<file path="config.mk">
export PLATFORM = sky130hd
export DESIGN_NAME = fwd_scoreboard
export DESIGN_NICKNAME = d
export VERILOG_FILES = /design/src/rtl/cpu_types_pkg.sv /design/src/rtl/forwarding_pkg.sv /design/src/rtl/fwd_match.sv /design/src/rtl/fwd_scoreboard.sv
export SDC_FILE = /design/constraint.sdc
export NUM_CORES = 1
export LEC_CHECK = 0
export ABC_CLOCK_PERIOD_IN_PS = 3470
export CORE_ASPECT_RATIO = 1.4
export CORE_MARGIN = 4
export CORE_UTILIZATION = 35
export DETAILED_ROUTE_END_ITERATION = 8
export PLACE_DENSITY = 0.56
export SYNTH_ARGS = -nofsm -noshare
export SYNTH_HDL_FRONTEND = slang
export SYNTH_SLANG_ARGS = --single-unit
</file>
<file path="constraint.sdc">
create_clock -name CLK -period 3.47 [get_ports CLK]
set_clock_uncertainty 0.05 [all_clocks]
set_input_delay 0.694 -clock CLK [delete_from_list [all_inputs] [get_ports CLK]]
set_output_delay 0.694 -clock CLK [all_outputs]
set_load 0.01 [all_outputs]
</file>
<file path="src/rtl/cpu_types_pkg.sv">
// Shared CPU datapath types used by the pipeline control blocks.
package cpu_types_pkg;

    localparam int REG_W = 5;

    typedef logic [REG_W-1:0] regbits_t;

endpackage

</file>
<file path="src/rtl/forwarding_pkg.sv">
// Forwarding scoreboard types: in-flight producer record, select encoding, helpers.
package forwarding_pkg;

    import cpu_types_pkg::*;

    // rem holds any producer latency up to 15 extra cycles; LAT_W must not exceed this.
    localparam int REM_W        = 4;
    localparam int FSEL_REGFILE = 0;

    typedef struct packed {
        logic             valid;
        logic             regwr;
        regbits_t         wsel;
        logic [REM_W-1:0] rem;
    } fwd_entry_t;

    function automatic int fsel_width(input int depth);
        return $clog2(depth + 1);
    endfunction

    function automatic fwd_entry_t entry_age(input fwd_entry_t e);
        fwd_entry_t a;
        a = e;
        if (a.rem != '0) begin
            a.rem = a.rem - REM_W'(1);
        end
        return a;
    endfunction

endpackage

</file>
<file path="src/rtl/fwd_match.sv">
// Youngest-match priority search of one source register over the producer entries.
// Purely combinational; a younger match always shadows every older one.
module fwd_match
    import cpu_types_pkg::*;
    import forwarding_pkg::*;
#(
    parameter  int DEPTH  = 2,
    localparam int FSEL_W = fsel_width(DEPTH)
) (
    input  fwd_entry_t [DEPTH-1:0] i_entry,
    input  regbits_t               i_src,
    output logic                   o_hit,
    output logic                   o_ready,
    output logic [FSEL_W-1:0]      o_idx
);

    always_comb begin
        o_hit   = 1'b0;
        o_ready = 1'b0;
        o_idx   = '0;
        // Walk oldest to youngest so the youngest match is the last one written.
        for (int k = DEPTH - 1; k >= 0; k--) begin
            if (i_entry[k].valid && i_entry[k].regwr &&
                (i_entry[k].wsel == i_src) && (i_src != '0)) begin
                o_hit   = 1'b1;
                o_ready = (i_entry[k].rem == '0);
                o_idx   = k[FSEL_W-1:0];
            end
        end
    end

endmodule

</file>
<file path="src/rtl/fwd_scoreboard.sv">
// EX-stage forwarding scoreboard: tracks producers EX+1..EX+DEPTH, drives per-source selects.
// Selects and hazard_stall are same-cycle combinational; freeze holds all state and the counter.
module fwd_scoreboard
    import cpu_types_pkg::*;
    import forwarding_pkg::*;
#(
    parameter  int NSRC   = 2,
    parameter  int DEPTH  = 2,
    parameter  int LAT_W  = 2,
    parameter  int CNT_W  = 32,
    localparam int FSEL_W = fsel_width(DEPTH)
) (
    input  logic                     CLK,
    input  logic                     RST,
    input  logic                     ex_valid,
    input  logic                     ex_regwr,
    input  regbits_t                 ex_wsel,
    input  logic [LAT_W-1:0]         ex_lat,
    input  logic [NSRC*REG_W-1:0]    ex_src,
    input  logic                     freeze,
    input  logic                     flush,
    output logic [NSRC*FSEL_W-1:0]   fwdsel,
    output logic                     hazard_stall,
    output logic [CNT_W-1:0]         stall_count
);

    fwd_entry_t [DEPTH-1:0] r_entry;
    logic [CNT_W-1:0]       r_cnt;

    logic [NSRC-1:0]        w_hit;
    logic [NSRC-1:0]        w_ready;
    logic [FSEL_W-1:0]      w_idx [NSRC];
    logic                   w_issue;

    for (genvar i = 0; i < NSRC; i++) begin : g_src
        fwd_match #(
            .DEPTH   (DEPTH)
        ) u_match (
            .i_entry (r_entry),
            .i_src   (ex_src[i*REG_W +: REG_W]),
            .o_hit   (w_hit[i]),
            .o_ready (w_ready[i]),
            .o_idx   (w_idx[i])
        );
    end

    // A squashed EX instruction can never stall, even if its operands are pending.
    assign hazard_stall = ex_valid && !flush && (|(w_hit & ~w_ready));
    assign w_issue      = ex_valid && !flush && !hazard_stall;

    always_comb begin
        fwdsel = '0;
        for (int i = 0; i < NSRC; i++) begin
            if (w_hit[i] && w_ready[i] && !hazard_stall) begin
                fwdsel[i*FSEL_W +: FSEL_W] = w_idx[i] + FSEL_W'(1);
            end else begin
                fwdsel[i*FSEL_W +: FSEL_W] = FSEL_W'(FSEL_REGFILE);
            end
        end
    end

    always_ff @(posedge CLK) begin
        if (RST) begin
            r_entry <= '0;
            r_cnt   <= '0;
        end else if (!freeze) begin
            for (int k = DEPTH - 1; k >= 1; k--) begin
                r_entry[k] <= entry_age(r_entry[k-1]);
            end
            if (w_issue) begin
                r_entry[0] <= '{valid: 1'b1,
                                regwr: ex_regwr,
                                wsel:  ex_wsel,
                                rem:   REM_W'(ex_lat)};
            end else begin
                r_entry[0] <= '0;
            end
            if (hazard_stall && (r_cnt != '1)) begin
                r_cnt <= r_cnt + CNT_W'(1);
            end
        end
    end

    assign stall_count = r_cnt;

endmodule

</file>
==> results of run 1 <==
==> worst reg2reg max path: stages (launching register included) <==
cell and delay (ps):
dfxtp_1 460, xnor2_1 160, nand3_1 130, or3b_4 450, a21oi_4 180, buf_4 250, o21ai_2 150, buf_12 170
nor3_1 200, mux2_2 350
==> through the flow <==
step	hold WS (ps)	total power, mW	setup TNS [ps]	instance area (µm²)	instances
finish	425	1.09	0	3580	471
global placement	402	0.692	-827	3430	462
detailed placement	403	0.692	-714	3430	462
CTS	427	1.10	-151	3540	469
floorplan	381	0.644	0	2630	302
global route	446	1.13	-20.7	3580	471
==> cell families (layout without fill, tap and decap cells) <==
kind of cell,count (synthesis),after routing
flip-flops,51,51
multiplexers,13,13
AND/OR/NAND/NOR,138,138
buffers and inverters,16,88
XOR/XNOR,36,36
AO/OA/AOI/OAI,47,47
adder cells (fa/ha/maj),1,1
==> path summary, 6_finish.rpt <==
| path | startpoint | cells past startpoint | end |
|---|---|---|---|
| hold reg to reg | r_entry[13] | 1 | r_entry[13] |
| setup / recovery | ex_src[6] | 9 | fwdsel[2] |
| setup reg to reg | r_entry[7] | 9 | stall_count[20] |
| hold / removal | r_entry[13] | 1 | r_entry[13] |
==> final cells by class <==
class	count	area (µm²)
Timing Repair Buffer	80	758
Clock buffer	6	72.6
Tap cell	97	121
Clock inverter	1	30.0
Fill cell	714	3780
Inverter	1	3.75
Sequential cell	51	1020
Multi-Input combinational cell	235	1580
==> layer usage <==
| layer | routed length (µm) | GRT usage (%) | vias to the layer above |
|---|---|---|---|
| li1 | - | - | 1224 |
| met1 | 3140 | 20.1 | 1117 |
| met2 | 3630 | 27.3 | 62 |
| met3 | 267 | 2.85 | 8 |
| met4 | 113 | 4.85 | 0 |
| met5 | 0 | 0 | - |
==> registers in the layout, summed over array words and instances, names as in the netlist <==
register / flops
r_entry: 19
stall_count: 32
==> power groups by stage <==
| stage | Combinational (mW) | Clock, mW | Sequential (mW) |
|---|---|---|---|
| 2_1_floorplan | 0.0376 | 0 | 0.606 |
| 6_report | 0.0864 | 0.405 | 0.594 |
| 3_5_place_dp | 0.0845 | 0 | 0.608 |
| 4_1_cts | 0.0857 | 0.424 | 0.594 |
| 3_3_place_gp | 0.0839 | 0 | 0.608 |
| 5_1_grt | 0.0933 | 0.445 | 0.595 |
==> layout by cell type (no fill, tap or decap), types with 2 or more instances in the layout <==
master,count
a21oi_1,5
a22o_1,8
and2_1,3
and3_1,2
and4_1,7
buf_4,20
clkbuf_8,5
clkdlybuf4s50_1,50
dfxtp_1,51
dlygate4sd2_1,4
dlymetal6s2s_1,3
mux2_2,5
mux2i_1,8
nand2_1,17
nand3_1,11
nand4_1,11
nor2_1,46
nor2b_1,15
nor3_1,6
nor4_1,2
nor4_2,2
o2111ai_1,5
o2111ai_2,2
o211ai_1,8
o21a_1,2
o21ai_0,11
or3_1,3
or3b_4,2
or4_1,6
xnor2_1,9
xor2_1,26
==> timing repair <==
item / CTS / global route
setup buffers: 0 / 2
gates cloned: 0 / 0
gates resized for setup: 8 / 8
pin swaps: 1 / 6
endpoints found under the setup margin: 5 / 5
hold endpoints to repair: 0 / 0
==> run metrics, run 1 <==
worst path required time 2730 ps; mux cell area share after synthesis 5.18%; Die X between 80 and 90 µm; DR DRC count 0; Overflow after GRT 0; xor/xnor share of the synthesized area 12.0%; critical path type in2out; gate count of the mapped netlist 302; crit path DAT 2640 ps; syn_area_per_cell 8.71 µm²; first-pass GRT wire length 11,500 µm; Distinct cells, synth approximately 40; Mapped Nets around 330; boundary pin count 60; Worst VDD drop 0.000209 V; largest family of logic cells by synthesized area simple AND/OR/NAND/NOR gates; top post-synthesis cells by count 51 x dfxtp_1, 46 x nor2_1, 26 x xor2_1; period utilization 97.5%; ANT cells 0; largest net degree at the start of global routing 34; Post-Synth Adder-Cell Area 0.476%; Leak Pwr 1.38 nW; sequential share of the synthesized area between 30 and 40%; synthesized cell area 2630 µm²; Placer Congestion 0.829; vias per cell slightly above 5; max frequency between 200 and 300 MHz; clk sinks 51; Final setup viols 0; final WL about 7100 µm; Pre-Repair DR Iteration Count 4; Buffers & Inverters on Critical Path 3; CTS root buf clkbuf_8; Port Buffer Count just under 60; Rel. slew slack roughly 49%; Tightest Pin Transition ~770 ps; Top FF cell, synth dfxtp_1; Flop pwr share 54.7%; post-route setup slack about 85 ps; Switching Fraction around 22%; die height 111 µm; initial antenna violation count 0; clock-pin slew on the worst setup and hold paths 90 ps; Worst-Skew Late Latency 300 ps; Cell Chain, Critical Path clkdlybuf4s50_1, buf_4, xor2_1, nor4_2, o2111ai_2, a21oi_2, o21a_1, nor4_1, clkdlybuf4s15_1; vias in the first global route between 2,000 and 2,500; Core Util, Final 48.7%; internal power 0.848 mW; minimum clock period 3380 ps; top post-synthesis cells by area dfxtp_1 39%, xor2_1 8.7%, nor2_1 6.6%; final hold vios 0; pins over their slew limit 0; total track usage between 15 and 20%; crit path launch type input port; family with the most delay on the worst path buffers and inverters; top-count cell post-synth dfxtp_1; Core ar. 7360 µm²; Crit path largest cell delay roughly 460 ps; Post-DRT Antenna Nets 0; kind of end point of the critical path output port; Yosys top cell by area dfxtp_1; clock network power share 37.3%; pwr dens 303 nW/µm²; Reg2Reg Setup Slack 810 ps; # rows 37; Compound-Gate Fraction of Synth Area 13.2%; FFs w/ async S/R, synth 0%; Initial Util 35.7%; share of cells above drive strength 1 12.6%; die area 8990 µm²; CP max stage cell clkdlybuf4s50_1; number of flops mapped to enable cells by yosys 0; sw power about 0.24 mW; Area growth syn-to-layout 36.2%; cts hold-fix bufs 0; CTS Buf Count 5; clock tree buffer depth 2; H-Tree Depth 2; synthesized flop and latch total 51; First DRT Iteration DRCs 93; Via Count roughly 2,400; combinational power share about 8%; Synth Area in Simple Gates 27.6%; Synth top area share 38.8%; Post-DP HPWL 5200 µm; outcome complete, no violations; Place WS -192 ps; largest fanout on the critical path 3; Worst Hold Class reg2reg; yosys warns 0; Max Cap Viol 0; CTS tree done; Total Nets Final 398; wire per inst 15.2 µm
No activity file was read; power rests on OpenSTA's default activity.
==> inputs of run 2 (changes only) <==
- SLEW_MARGIN: unset -> 30
==> results of run 2 <==
Same layout as run 1: the final DEF is identical, and so are final timing and power.
==> inputs of run 3 (changes only) <==
- CTS_CLUSTER_DIAMETER: unset -> 50
- TNS_END_PERCENT: unset -> 5
==> run 3 against run 2 <==
Compared with the run above:
- die area did not move
- sequential power barely moved
- sequential cell count did not move
- cell count did not move
- via count fell by 0.58%
- critical path depth rose by 1
- combinational power fell by 2%
- largest power group unchanged
- highest routed layer unchanged
==> run metrics, run 3 (synthesis results as in run 1) <==
Worst Hold Class reg2reg; die area 8990 µm² (unchanged); Worst VDD drop 0.000207 V (-0.65%); outcome complete, no violations; crit path launch type input port; vias in the first global route 2,323 (unchanged); pins over their slew limit 0 (unchanged); Initial Util 35.7% (unchanged); Via Count 2,397 (-0.58%); Flop pwr share 54.9% (+0.2 points); First DRT Iteration DRCs 87 (-6.5%); final hold slack 426 ps (+0.267 ps); share of cells above drive strength 1 11.5% (-1.1 points); Area growth syn-to-layout 35.2%; vias per cell 5.09 (-0.58%); ANT cells 0 (unchanged); setup repair after global routing missed its margin true; Leak Pwr 1.37 nW (-0.67%); CP Launch Point ex_src[4]; die height 111 µm (unchanged); DR DRC count 0 (unchanged); Max Cap Viol 0 (unchanged); Reg2Reg Setup Slack 850 ps (+40 ps); max FFs per register 32 (unchanged); H-Tree Depth 2 (unchanged); clock network power share 37.3% (about the same); clock-pin slew on the worst setup and hold paths 90 ps (about the same); Total Nets Final 398 (unchanged); final hold vios 0 (unchanged); Placer Congestion 0.829 (unchanged); worst path required time 2730 ps (about the same); most frequent cells in the layout 51 x clkdlybuf4s50_1, 51 x dfxtp_1, 46 x nor2_1; Post-DP HPWL 5200 µm (unchanged); CTS Buf Count 5 (unchanged); pwr dens 304 nW/µm² (+0.44%); first-pass GRT wire length 11,500 µm (unchanged); sw power 0.235 mW (-1.1%); max frequency 288 MHz (-2.4%); critical path type in2out; final WL 7060 µm (-1.1%); final non-filler cell total 471 (unchanged); CTS tree done; Overflow after GRT 0 (unchanged); Core Util, Final 48.3% (-0.36 points); Core ar. 7360 µm² (unchanged); combinational power share 7.8% (-0.2 points); clock tree buffer depth 2 (unchanged); largest net degree at the start of global routing 34 (unchanged); clk sinks 51 (unchanged); Placed Cells 462 (unchanged); crit path DAT 2720 ps (+80 ps); cts hold-fix bufs 0 (unchanged); wire per inst 15.0 µm (-1.1%); Final setup viols 0 (unchanged); largest fanout on the critical path 2 (-1); Post-DRT Antenna Nets 0 (unchanged); CTS root buf clkbuf_8; # rows 37 (unchanged); TNS Setup 0 ps (unchanged); minimum clock period 3470 ps (+83.8 ps); initial antenna violation count 0 (unchanged); Port Buffer Count 59 (unchanged); r2r startpoint r_entry[4]; Tightest Pin Transition 781 ps (+10.2 ps); Pre-Repair DR Iteration Count 4 (unchanged); period utilization 100% (+2.4 points); boundary pin count 60 (unchanged); total power 1.08 mW (-0.30%); kind of end point of the critical path output port; internal power 0.847 mW (about the same); hold path start r_entry[13]; Switching Fraction 21.7% (-0.18 points); Worst-Skew Late Latency 300 ps (about the same); Rel. slew slack 47.8% (-0.68 points); total track usage 16.0% (unchanged); Die X 81.3 µm (unchanged)
[run 3: through the flow]
step                instance area (µm²)  setup WS (ps)
floorplan                          2630            566
global placement                   3430           -197
detailed placement                 3430           -192
CTS                                3540           -156
global route                       3560           -163
finish                             3560           1.46
[run 3: timing repair]
item	4_1_cts	5_1_grt
setup buffers	0	2
pin swaps	1	6
endpoints found under the setup margin	5	5
gates resized for setup	8	2
[run 3: cell type report]
class / count / area, µm²
timing repair buffer: 80 / 754
clock buffer: 6 / 72.6
clock inverter: 1 / 30.0
fill: 716 / 3800
multi-input combinational: 235 / 1550
sequential: 51 / 1020
inverter: 1 / 3.75
tap: 97 / 121
[run 3: critical path, stage by stage]
cell and delay (ps):
clkdlybuf4s50_1 450, buf_4 160, xor2_1 140, nor4_2 300, o2111ai_2 190, a21oi_2 170
o21a_1 180, buf_4 120, nor4_1 30, dlygate4sd2_1 290
[run 3: power groups by stage]
stage	Combinational [mW]	Sequential [mW]	Clock, mW
finish	0.0848	0.594	0.403
global route	0.0918	0.595	0.445
CTS	0.0857	0.594	0.424
detailed placement	0.0845	0.608	0
global placement	0.0839	0.608	0
floorplan	0.0376	0.606	0
[run 3: per-layer routing]
| layer | up-vias | share of wire, % | global-route usage (%) |
|---|---|---|---|
| li1 | 1222 | - | - |
| met1 | 1109 | 44 | 20.1 |
| met2 | 58 | 50 | 27.3 |
| met3 | 8 | 3.8 | 2.85 |
| met4 | 0 | 1.6 | 4.85 |
| met5 | - | 0 | 0 |
[run 3: worst paths after layout]
kind | to | cells after the start
setup / recovery | fwdsel[0] | 10
hold / removal | r_entry[13] | 1
setup reg to reg | stall_count[20] | 9
hold reg to reg | r_entry[13] | 1
